--- config.mk ---
export PLATFORM = sky130hd
export DESIGN_NAME = alu_issue_ctrl_flat
export DESIGN_NICKNAME = d
export VERILOG_FILES = /design/src/rtl/alu_ctrl_pkg.sv /design/src/rtl/alu_issue_ctrl_if.sv /design/src/rtl/regfile8x12.sv /design/src/rtl/alu_issue_ctrl.sv /design/src/flat_wrapper.sv
export SDC_FILE = /design/constraint.sdc
export NUM_CORES = 1
export LEC_CHECK = 0
export CAP_MARGIN = 20
export CELL_PAD_IN_SITES_DETAIL_PLACEMENT = 1
export CELL_PAD_IN_SITES_GLOBAL_PLACEMENT = 1
export CORE_ASPECT_RATIO = 1.25
export CORE_MARGIN = 2
export CORE_UTILIZATION = 52
export CTS_BUF_LIST = sky130_fd_sc_hd__clkbuf_16
export CTS_CLUSTER_SIZE = 30
export DETAILED_ROUTE_END_ITERATION = 12
export DONT_BUFFER_PORTS = 1
export PLACE_DENSITY_LB_ADDON = 0.1
export SLEW_MARGIN = 5
export SYNTH_ARGS = -nofsm -noshare
export SYNTH_HDL_FRONTEND = slang
export SYNTH_SLANG_ARGS = --single-unit
--- constraint.sdc ---
create_clock -name clk -period 8.1 [get_ports clk]
set_input_delay 2.025 -clock clk [delete_from_list [all_inputs] [get_ports clk]]
set_output_delay 2.025 -clock clk [all_outputs]
set_load 0.005 [all_outputs]
--- src/rtl/alu_ctrl_pkg.sv ---
// Shared constants, state encoding and instruction field helpers for the
// 12-bit ALU issue controller.
package alu_ctrl_pkg;

  localparam int WORD_W   = 12;
  localparam int REG_W    = 3;
  localparam int NUM_REGS = 8;
  localparam int CNT_W    = 4;

  localparam logic [2:0] OP_ZERO = 3'd0;
  localparam logic [2:0] OP_ADD  = 3'd1;
  localparam logic [2:0] OP_ADDC = 3'd2;
  localparam logic [2:0] OP_UMUL = 3'd3;
  localparam logic [2:0] OP_SMUL = 3'd4;
  localparam logic [2:0] OP_FADD = 3'd5;
  localparam logic [2:0] OP_FMUL = 3'd6;
  localparam logic [2:0] OP_CMP  = 3'd7;

  localparam int OP_LSB  = 9;
  localparam int RD_LSB  = 6;
  localparam int RS1_LSB = 3;
  localparam int RS2_LSB = 0;

  typedef enum logic [1:0] {
    ST_IDLE = 2'd0,
    ST_READ = 2'd1,
    ST_EXEC = 2'd2,
    ST_WB   = 2'd3
  } state_t;

  function automatic logic [2:0] f_op(input logic [WORD_W-1:0] i);
    return i[OP_LSB +: 3];
  endfunction

  function automatic logic [REG_W-1:0] f_rd(input logic [WORD_W-1:0] i);
    return i[RD_LSB +: REG_W];
  endfunction

  function automatic logic [REG_W-1:0] f_rs1(input logic [WORD_W-1:0] i);
    return i[RS1_LSB +: REG_W];
  endfunction

  function automatic logic [REG_W-1:0] f_rs2(input logic [WORD_W-1:0] i);
    return i[RS2_LSB +: REG_W];
  endfunction

endpackage

--- src/rtl/alu_issue_ctrl_if.sv ---
// Instruction, load and result channels of the ALU issue controller.
// Instruction handshake: a transfer happens on a rising edge where instr_valid and instr_ready are both high.
interface alu_issue_ctrl_if import alu_ctrl_pkg::*; ();

  logic              instr_valid;
  logic [WORD_W-1:0] instr;
  logic              instr_ready;
  logic              ld_valid;
  logic [REG_W-1:0]  ld_addr;
  logic [WORD_W-1:0] ld_data;
  logic              res_valid;
  logic [REG_W-1:0]  res_rd;
  logic [WORD_W-1:0] res_data;

  modport master (
    output instr_valid, instr, ld_valid, ld_addr, ld_data,
    input  instr_ready, res_valid, res_rd, res_data
  );

  modport slave (
    input  instr_valid, instr, ld_valid, ld_addr, ld_data,
    output instr_ready, res_valid, res_rd, res_data
  );

endinterface

--- src/rtl/regfile8x12.sv ---
// 8x12 register file: writeback and load lanes (writeback has priority on the
// same entry), three combinational read ports.
module regfile8x12 import alu_ctrl_pkg::*; (
  input  logic              clk,
  input  logic              rst,
  input  logic              wb_en,
  input  logic [REG_W-1:0]  wb_addr,
  input  logic [WORD_W-1:0] wb_data,
  input  logic              ld_en,
  input  logic [REG_W-1:0]  ld_addr,
  input  logic [WORD_W-1:0] ld_data,
  input  logic [REG_W-1:0]  rs1_addr,
  output logic [WORD_W-1:0] rs1_data,
  input  logic [REG_W-1:0]  rs2_addr,
  output logic [WORD_W-1:0] rs2_data,
  input  logic [REG_W-1:0]  dbg_addr,
  output logic [WORD_W-1:0] dbg_data
);

  logic [WORD_W-1:0] regs [NUM_REGS];

  always_ff @(posedge clk or posedge rst) begin
    if (rst) begin
      for (int i = 0; i < NUM_REGS; i++) regs[i] <= '0;
    end else begin
      for (int i = 0; i < NUM_REGS; i++) begin
        if (wb_en && wb_addr == REG_W'(i))      regs[i] <= wb_data;
        else if (ld_en && ld_addr == REG_W'(i)) regs[i] <= ld_data;
      end
    end
  end

  assign rs1_data = regs[rs1_addr];
  assign rs2_data = regs[rs2_addr];
  assign dbg_data = regs[dbg_addr];

endmodule

--- src/rtl/alu_issue_ctrl.sv ---
// Issue controller: latches an instruction, drives registered ALU inputs for
// SETTLE cycles, then writes the ALU result back to the destination register.
module alu_issue_ctrl import alu_ctrl_pkg::*; #(
  parameter int SETTLE = 2
) (
  input  logic              clk,
  input  logic              rst,
  alu_issue_ctrl_if.slave   bus,
  output logic [2:0]        alu_op,
  output logic [WORD_W-1:0] alu_op1,
  output logic [WORD_W-1:0] alu_op2,
  input  logic [WORD_W-1:0] alu_out,
  input  logic [REG_W-1:0]  dbg_addr,
  output logic [WORD_W-1:0] dbg_data,
  output state_t            dbg_state
);

  state_t            state, state_n;
  logic [WORD_W-1:0] instr_q;
  logic [CNT_W-1:0]  cnt;
  logic [WORD_W-1:0] rs1_data, rs2_data;
  logic              wb_en, ld_en;

  always_ff @(posedge clk or posedge rst) begin
    if (rst) state <= ST_IDLE;
    else     state <= state_n;
  end

  always_comb begin
    state_n = state;
    case (state)
      ST_IDLE: if (bus.instr_valid) state_n = ST_READ;
      ST_READ: state_n = ST_EXEC;
      ST_EXEC: if (cnt == '0) state_n = ST_WB;
      ST_WB:   state_n = ST_IDLE;
      default: state_n = ST_IDLE;
    endcase
  end

  always_ff @(posedge clk or posedge rst) begin
    if (rst) begin
      instr_q       <= '0;
      cnt           <= '0;
      alu_op        <= '0;
      alu_op1       <= '0;
      alu_op2       <= '0;
      bus.res_valid <= 1'b0;
      bus.res_rd    <= '0;
      bus.res_data  <= '0;
    end else begin
      if (state == ST_IDLE && bus.instr_valid) instr_q <= bus.instr;
      // Operands are snapshotted here; later loads to rs1/rs2 cannot disturb the op.
      if (state == ST_READ) begin
        alu_op  <= f_op(instr_q);
        alu_op1 <= rs1_data;
        alu_op2 <= rs2_data;
        cnt     <= CNT_W'(SETTLE - 1);
      end
      if (state == ST_EXEC && cnt != '0) cnt <= cnt - 1'b1;
      if (state == ST_EXEC && cnt == '0) begin
        bus.res_rd   <= f_rd(instr_q);
        bus.res_data <= alu_out;
      end
      bus.res_valid <= (state == ST_EXEC && cnt == '0);
    end
  end

  // A load aimed at rd during WB is dropped; loads elsewhere proceed alongside.
  assign wb_en = (state == ST_WB);
  assign ld_en = bus.ld_valid && !(wb_en && bus.ld_addr == bus.res_rd);

  regfile8x12 u_regfile (
    .clk      (clk),
    .rst      (rst),
    .wb_en    (wb_en),
    .wb_addr  (bus.res_rd),
    .wb_data  (bus.res_data),
    .ld_en    (ld_en),
    .ld_addr  (bus.ld_addr),
    .ld_data  (bus.ld_data),
    .rs1_addr (f_rs1(instr_q)),
    .rs1_data (rs1_data),
    .rs2_addr (f_rs2(instr_q)),
    .rs2_data (rs2_data),
    .dbg_addr (dbg_addr),
    .dbg_data (dbg_data)
  );

  assign bus.instr_ready = (state == ST_IDLE) && !rst;
  assign dbg_state       = state;

endmodule

--- src/flat_wrapper.sv ---
// flat-port wrapper written by rule: the top's interface ports become plain ports
module alu_issue_ctrl_flat import alu_ctrl_pkg::*;
#(
  parameter int SETTLE = 2
)
  (clk, rst, alu_op, alu_op1, alu_op2, alu_out, dbg_addr, dbg_data, dbg_state, bus_instr_valid, bus_instr, bus_ld_valid, bus_ld_addr, bus_ld_data, bus_instr_ready, bus_res_valid, bus_res_rd, bus_res_data);
  alu_issue_ctrl_if bus_i ();
  input  logic clk;
  input  logic rst;
  output logic [2:0] alu_op;
  output logic [WORD_W-1:0] alu_op1;
  output logic [WORD_W-1:0] alu_op2;
  input  logic [WORD_W-1:0] alu_out;
  input  logic [REG_W-1:0] dbg_addr;
  output logic [WORD_W-1:0] dbg_data;
  output state_t dbg_state;
  input wire logic [$bits(bus_i.instr_valid)-1:0] bus_instr_valid;
  input wire logic [$bits(bus_i.instr)-1:0] bus_instr;
  input wire logic [$bits(bus_i.ld_valid)-1:0] bus_ld_valid;
  input wire logic [$bits(bus_i.ld_addr)-1:0] bus_ld_addr;
  input wire logic [$bits(bus_i.ld_data)-1:0] bus_ld_data;
  output wire logic [$bits(bus_i.instr_ready)-1:0] bus_instr_ready;
  output wire logic [$bits(bus_i.res_valid)-1:0] bus_res_valid;
  output wire logic [$bits(bus_i.res_rd)-1:0] bus_res_rd;
  output wire logic [$bits(bus_i.res_data)-1:0] bus_res_data;
  assign bus_i.instr_valid = bus_instr_valid;
  assign bus_i.instr = bus_instr;
  assign bus_i.ld_valid = bus_ld_valid;
  assign bus_i.ld_addr = bus_ld_addr;
  assign bus_i.ld_data = bus_ld_data;
  assign bus_instr_ready = bus_i.instr_ready;
  assign bus_res_valid = bus_i.res_valid;
  assign bus_res_rd = bus_i.res_rd;
  assign bus_res_data = bus_i.res_data;
  alu_issue_ctrl #(.SETTLE(SETTLE)) u_core (.clk(clk), .rst(rst), .bus(bus_i), .alu_op(alu_op), .alu_op1(alu_op1), .alu_op2(alu_op2), .alu_out(alu_out), .dbg_addr(dbg_addr), .dbg_data(dbg_data), .dbg_state(dbg_state));
endmodule
==> results_dict.tcl <==
set metrics [dict create \
    outcome "completed" \
    yosysMostFrequentCell "dfrtp_1" \
    async_flop_share_pct 100 \
    h-tree-depth 4 \
    power.share.switching_pct 39.4 \
    die_h_um 154 \
    p_leak_nw 4.28 \
    insertion_delay_ns 0.43 \
    drt-met1-wl_mm 11.5 \
    finalCritPeriodShare_pct 60.9 \
    synth_top_family_by_area "multiplexers" \
    p_comb_share_pct 42.4 \
    worstMarginPinSlew_ns 1.16 \
    syn_nets 858 \
    critical_path_required_ns 6.08 \
    syn_to_final_growth_pct 6.83 \
    cp_cell_sequence "mux4_2, o21ai_0" \
    worst_slew_margin_rel_pct 22.1 \
    gp_congestion 0.849 \
    grtUsageTotal_pct 32.8 \
    synthMuxAreaShare_pct 25.0 \
    crit_fanout 24 \
    worst_hold_path_type "flip-flop to flip-flop" \
    reg2regPathDepth 5 \
    crit_path_max_incr_delay_ns 0.48 \
    ys_warn_count 0 \
    ys_top_cells_by_area "dfrtp_1 (42%), mux4_2 (17%), a221oi_2 (8.0%), nor2_1 (5.5%), mux2_2 (4.9%)" \
    clkSinkCount 157 \
    ir_drop_uv 246 \
    p_seq_share_pct 38.0 \
    cts_made_buffers 17 \
    r2r_setup_slack_ns 4.77 \
    grt_pass1_wl_mm 45.2 \
    wire_per_inst_um 29.7 \
    grt_pass1_vias 7507 \
    crit_buf_inv 0 \
    die_w_um 124 \
    hold_violations 0 \
    fillCellCount 1783 \
    vias 6889 \
    drv_cap 0 \
    reg2reg_from "u_core.dbg_state[0]" \
    p_sw_mw 1.72 \
    synth_seq_area_share_pct 42.0 \
    wl_met3_mm 2.25 \
    max_freq_mhz 203 \
    hpwl_mm 19.0 \
    synth_cell_types 37 \
    fin_crit_ns 4.93 \
    drt.antenna.violating_nets 0 \
    multi_input_area_mm2 0.00468 \
    endpoint "dbg_data[11]" \
    dr.max_layer_used "met4" \
    worst_clock_skew_ns 0.0116 \
    antenna_cells_inserted 0 \
    synth-compound-area-share_pct 16.1 \
    synthesis.area_mm2 0.00936 \
    viasPerCell 6.90 \
    clockRootBuffer "clkbuf_16" \
    dr_wl_met2_mm 14.8 \
    cp_slowest_cell "mux4_2" \
    cts_tree "done" \
    synthSimpleGateAreaFrac_pct 7.56 \
    cp_data_arrival_time_ns 2.91 \
    setup_tns_ns 0 \
    critPathLaunch "dbg_addr[0]" \
    rr_endpoint "u_core.u_regfile.regs[8]" \
    powerDensity_mw_per_mm2 438 \
    synth_top_cell_area_share_pct 42.0 \
    fin_nets 815 \
    synthAdderAreaFrac_pct 0.936 \
    grt_max_degree 101 \
    syn_inst 805 \
    drive_gt1_share_pct 28.4 \
    critical_path_class "primary input to output port" \
    ios 104 \
    grt_overflow 0 \
    ctsResizeCount 0 \
    synth_common_cells "dfrtp_1 (157), nor2_1 (137), inv_1 (101)" \
    drc 0 \
    ys_ff_latch 157 \
    critical_path_cell_count 2 \
    coreArea_mm2 0.0176 \
    start_kind "primary input" \
    synth_edf_count 0 \
    rsz0062_at_grt "false" \
    antenna_found_initial 0 \
    hold_buffers 0 \
    synth_top_area_cell "dfrtp_1" \
    pwr-share-clk_pct 19.6 \
    setup_viol 0 \
    setup.worst_path.end_class "output port" \
    portBuffers 0 \
    postLayoutCoreUtil_pct 56.9 \
    avgSynthCellArea_um2 11.6 \
    firstDrtPassIters 7 \
    postCtsSetupBuffers 0 \
    regArea_mm2 0.00393 \
    p_int_mw 2.65 \
    slew_violations 0 \
    rows 54 \
    cp_top_family "multiplexers" \
    die_area_mm2 0.0191 \
    synth_ff_type "dfrtp_1" \
    dr.first_iter.drc_count 588 \
    path_clk_slew_ns 0.06 \
    initial_core_util_pct 53.3 \
    drt_wl_total_mm 29.7 \
    synthXorXnorAreaFrac_pct 0.281 \
    clockBufferDepth 2 \
]
==> flip-flops by register name, summed over array words and instances (netlist names) <==
| register | cells |
|---|---|
| u_core.u_regfile.regs | 96 |
| u_core.alu_op1 | 12 |
| u_core.alu_op2 | 12 |
| u_core.bus.res_data | 12 |
| u_core.instr_q | 12 |
| u_core.cnt | 4 |
| u_core.alu_op | 3 |
| u_core.bus.res_rd | 3 |
| u_core.dbg_state | 2 |
| u_core.bus.res_valid | 1 |
==> metrics by stage <==
step	setup slack (ns)	std cells	total power, mW	hold slack (ns)	instance area [um2]
finish	3.17	999	4.38	0.505	10000
global route	3.16	999	4.62	0.522	10000
CTS	3.19	997	4.36	0.507	9970
detailed placement	3.24	965	3.48	0.492	9350
global placement	3.25	965	3.35	0.480	9350
floorplan	1.84	805	2.98	0.474	9360
==> layout by cell type, fill, tap and decap left out, types with 2 or more instances in the layout <==
master      instances
a21boi_2            7
a21oi_1            37
a221oi_1           34
a221oi_2           50
a41oi_2             2
and2_1              6
and2b_1             2
and3_1              3
buf_4              10
buf_6               2
bufinv_16           4
clkbuf_16          17
clkinv_2            3
clkinv_4            3
clkinvlp_4          3
dfrtp_1           157
ha_1                6
inv_1             100
inv_6               2
mux2_2             41
mux2i_1            26
mux4_2             72
nand2_1            11
nand3_1             4
nor2_1            137
nor2b_1             3
nor3_1              2
o21ai_0             3
o32ai_1            12
xnor2_1             3
==> cell type report <==
cell class	count	share of cell area (%)
Clock inverter	15	1.97
Tap cell	224	2.80
Inverter	102	3.88
Sequential cell	157	39.3
Timing Repair Buffer	12	0.976
Multi-Input combinational cell	472	46.8
Clock buffer	17	4.26
==> per-layer routing <==
layer	global-route usage, %	vias to the layer above
met5	0	-
met4	14.0	0
met3	7.57	77
met2	53.7	354
met1	41.5	3600
li1	-	2858
==> cells by family (layout without fill, tap and decap cells) <==
kind of cell	after synthesis	in the layout
compound gates	150	150
xor+xnor	3	3
fa+ha+maj	7	7
buf+inv	176	146
flops	157	157
mux	139	139
simple gates	173	173
==> worst register-to-register path, stage by stage (launching register included) <==
cell and delay, ns:
dfrtp_1 0.46, ha_1 0.49, nand4_1 0.89, nand2_1 1.04, o32ai_1 0.19, a21oi_1 0.18
==> how the worst min path moves through the flow <==
stage                                  from                   end  slack (ns)  depth (start not counted)
after floorplan           u_core.instr_q[8]  u_core.bus.res_rd[2]        0.47                          1
after global placement    u_core.instr_q[8]  u_core.bus.res_rd[2]        0.48                          1
after detailed placement  u_core.instr_q[6]     u_core.instr_q[6]        0.49                          1
after CTS                 u_core.instr_q[6]     u_core.instr_q[6]        0.51                          1
after global routing      u_core.instr_q[6]     u_core.instr_q[6]        0.52                          1
final                     u_core.instr_q[6]     u_core.instr_q[6]        0.50                          1
==> power groups by stage <==
stage / logic (mW) / registers (mW) / clock network [mW]
2_1_floorplan: 1.59 / 1.39 / 0
3_3_place_gp: 1.75 / 1.61 / 0
3_5_place_dp: 1.82 / 1.65 / 0
4_1_cts: 1.85 / 1.65 / 0.865
5_1_grt: 2.01 / 1.72 / 0.894
6_report: 1.86 / 1.66 / 0.859
Note: power is estimated with default switching activity, not from simulation.
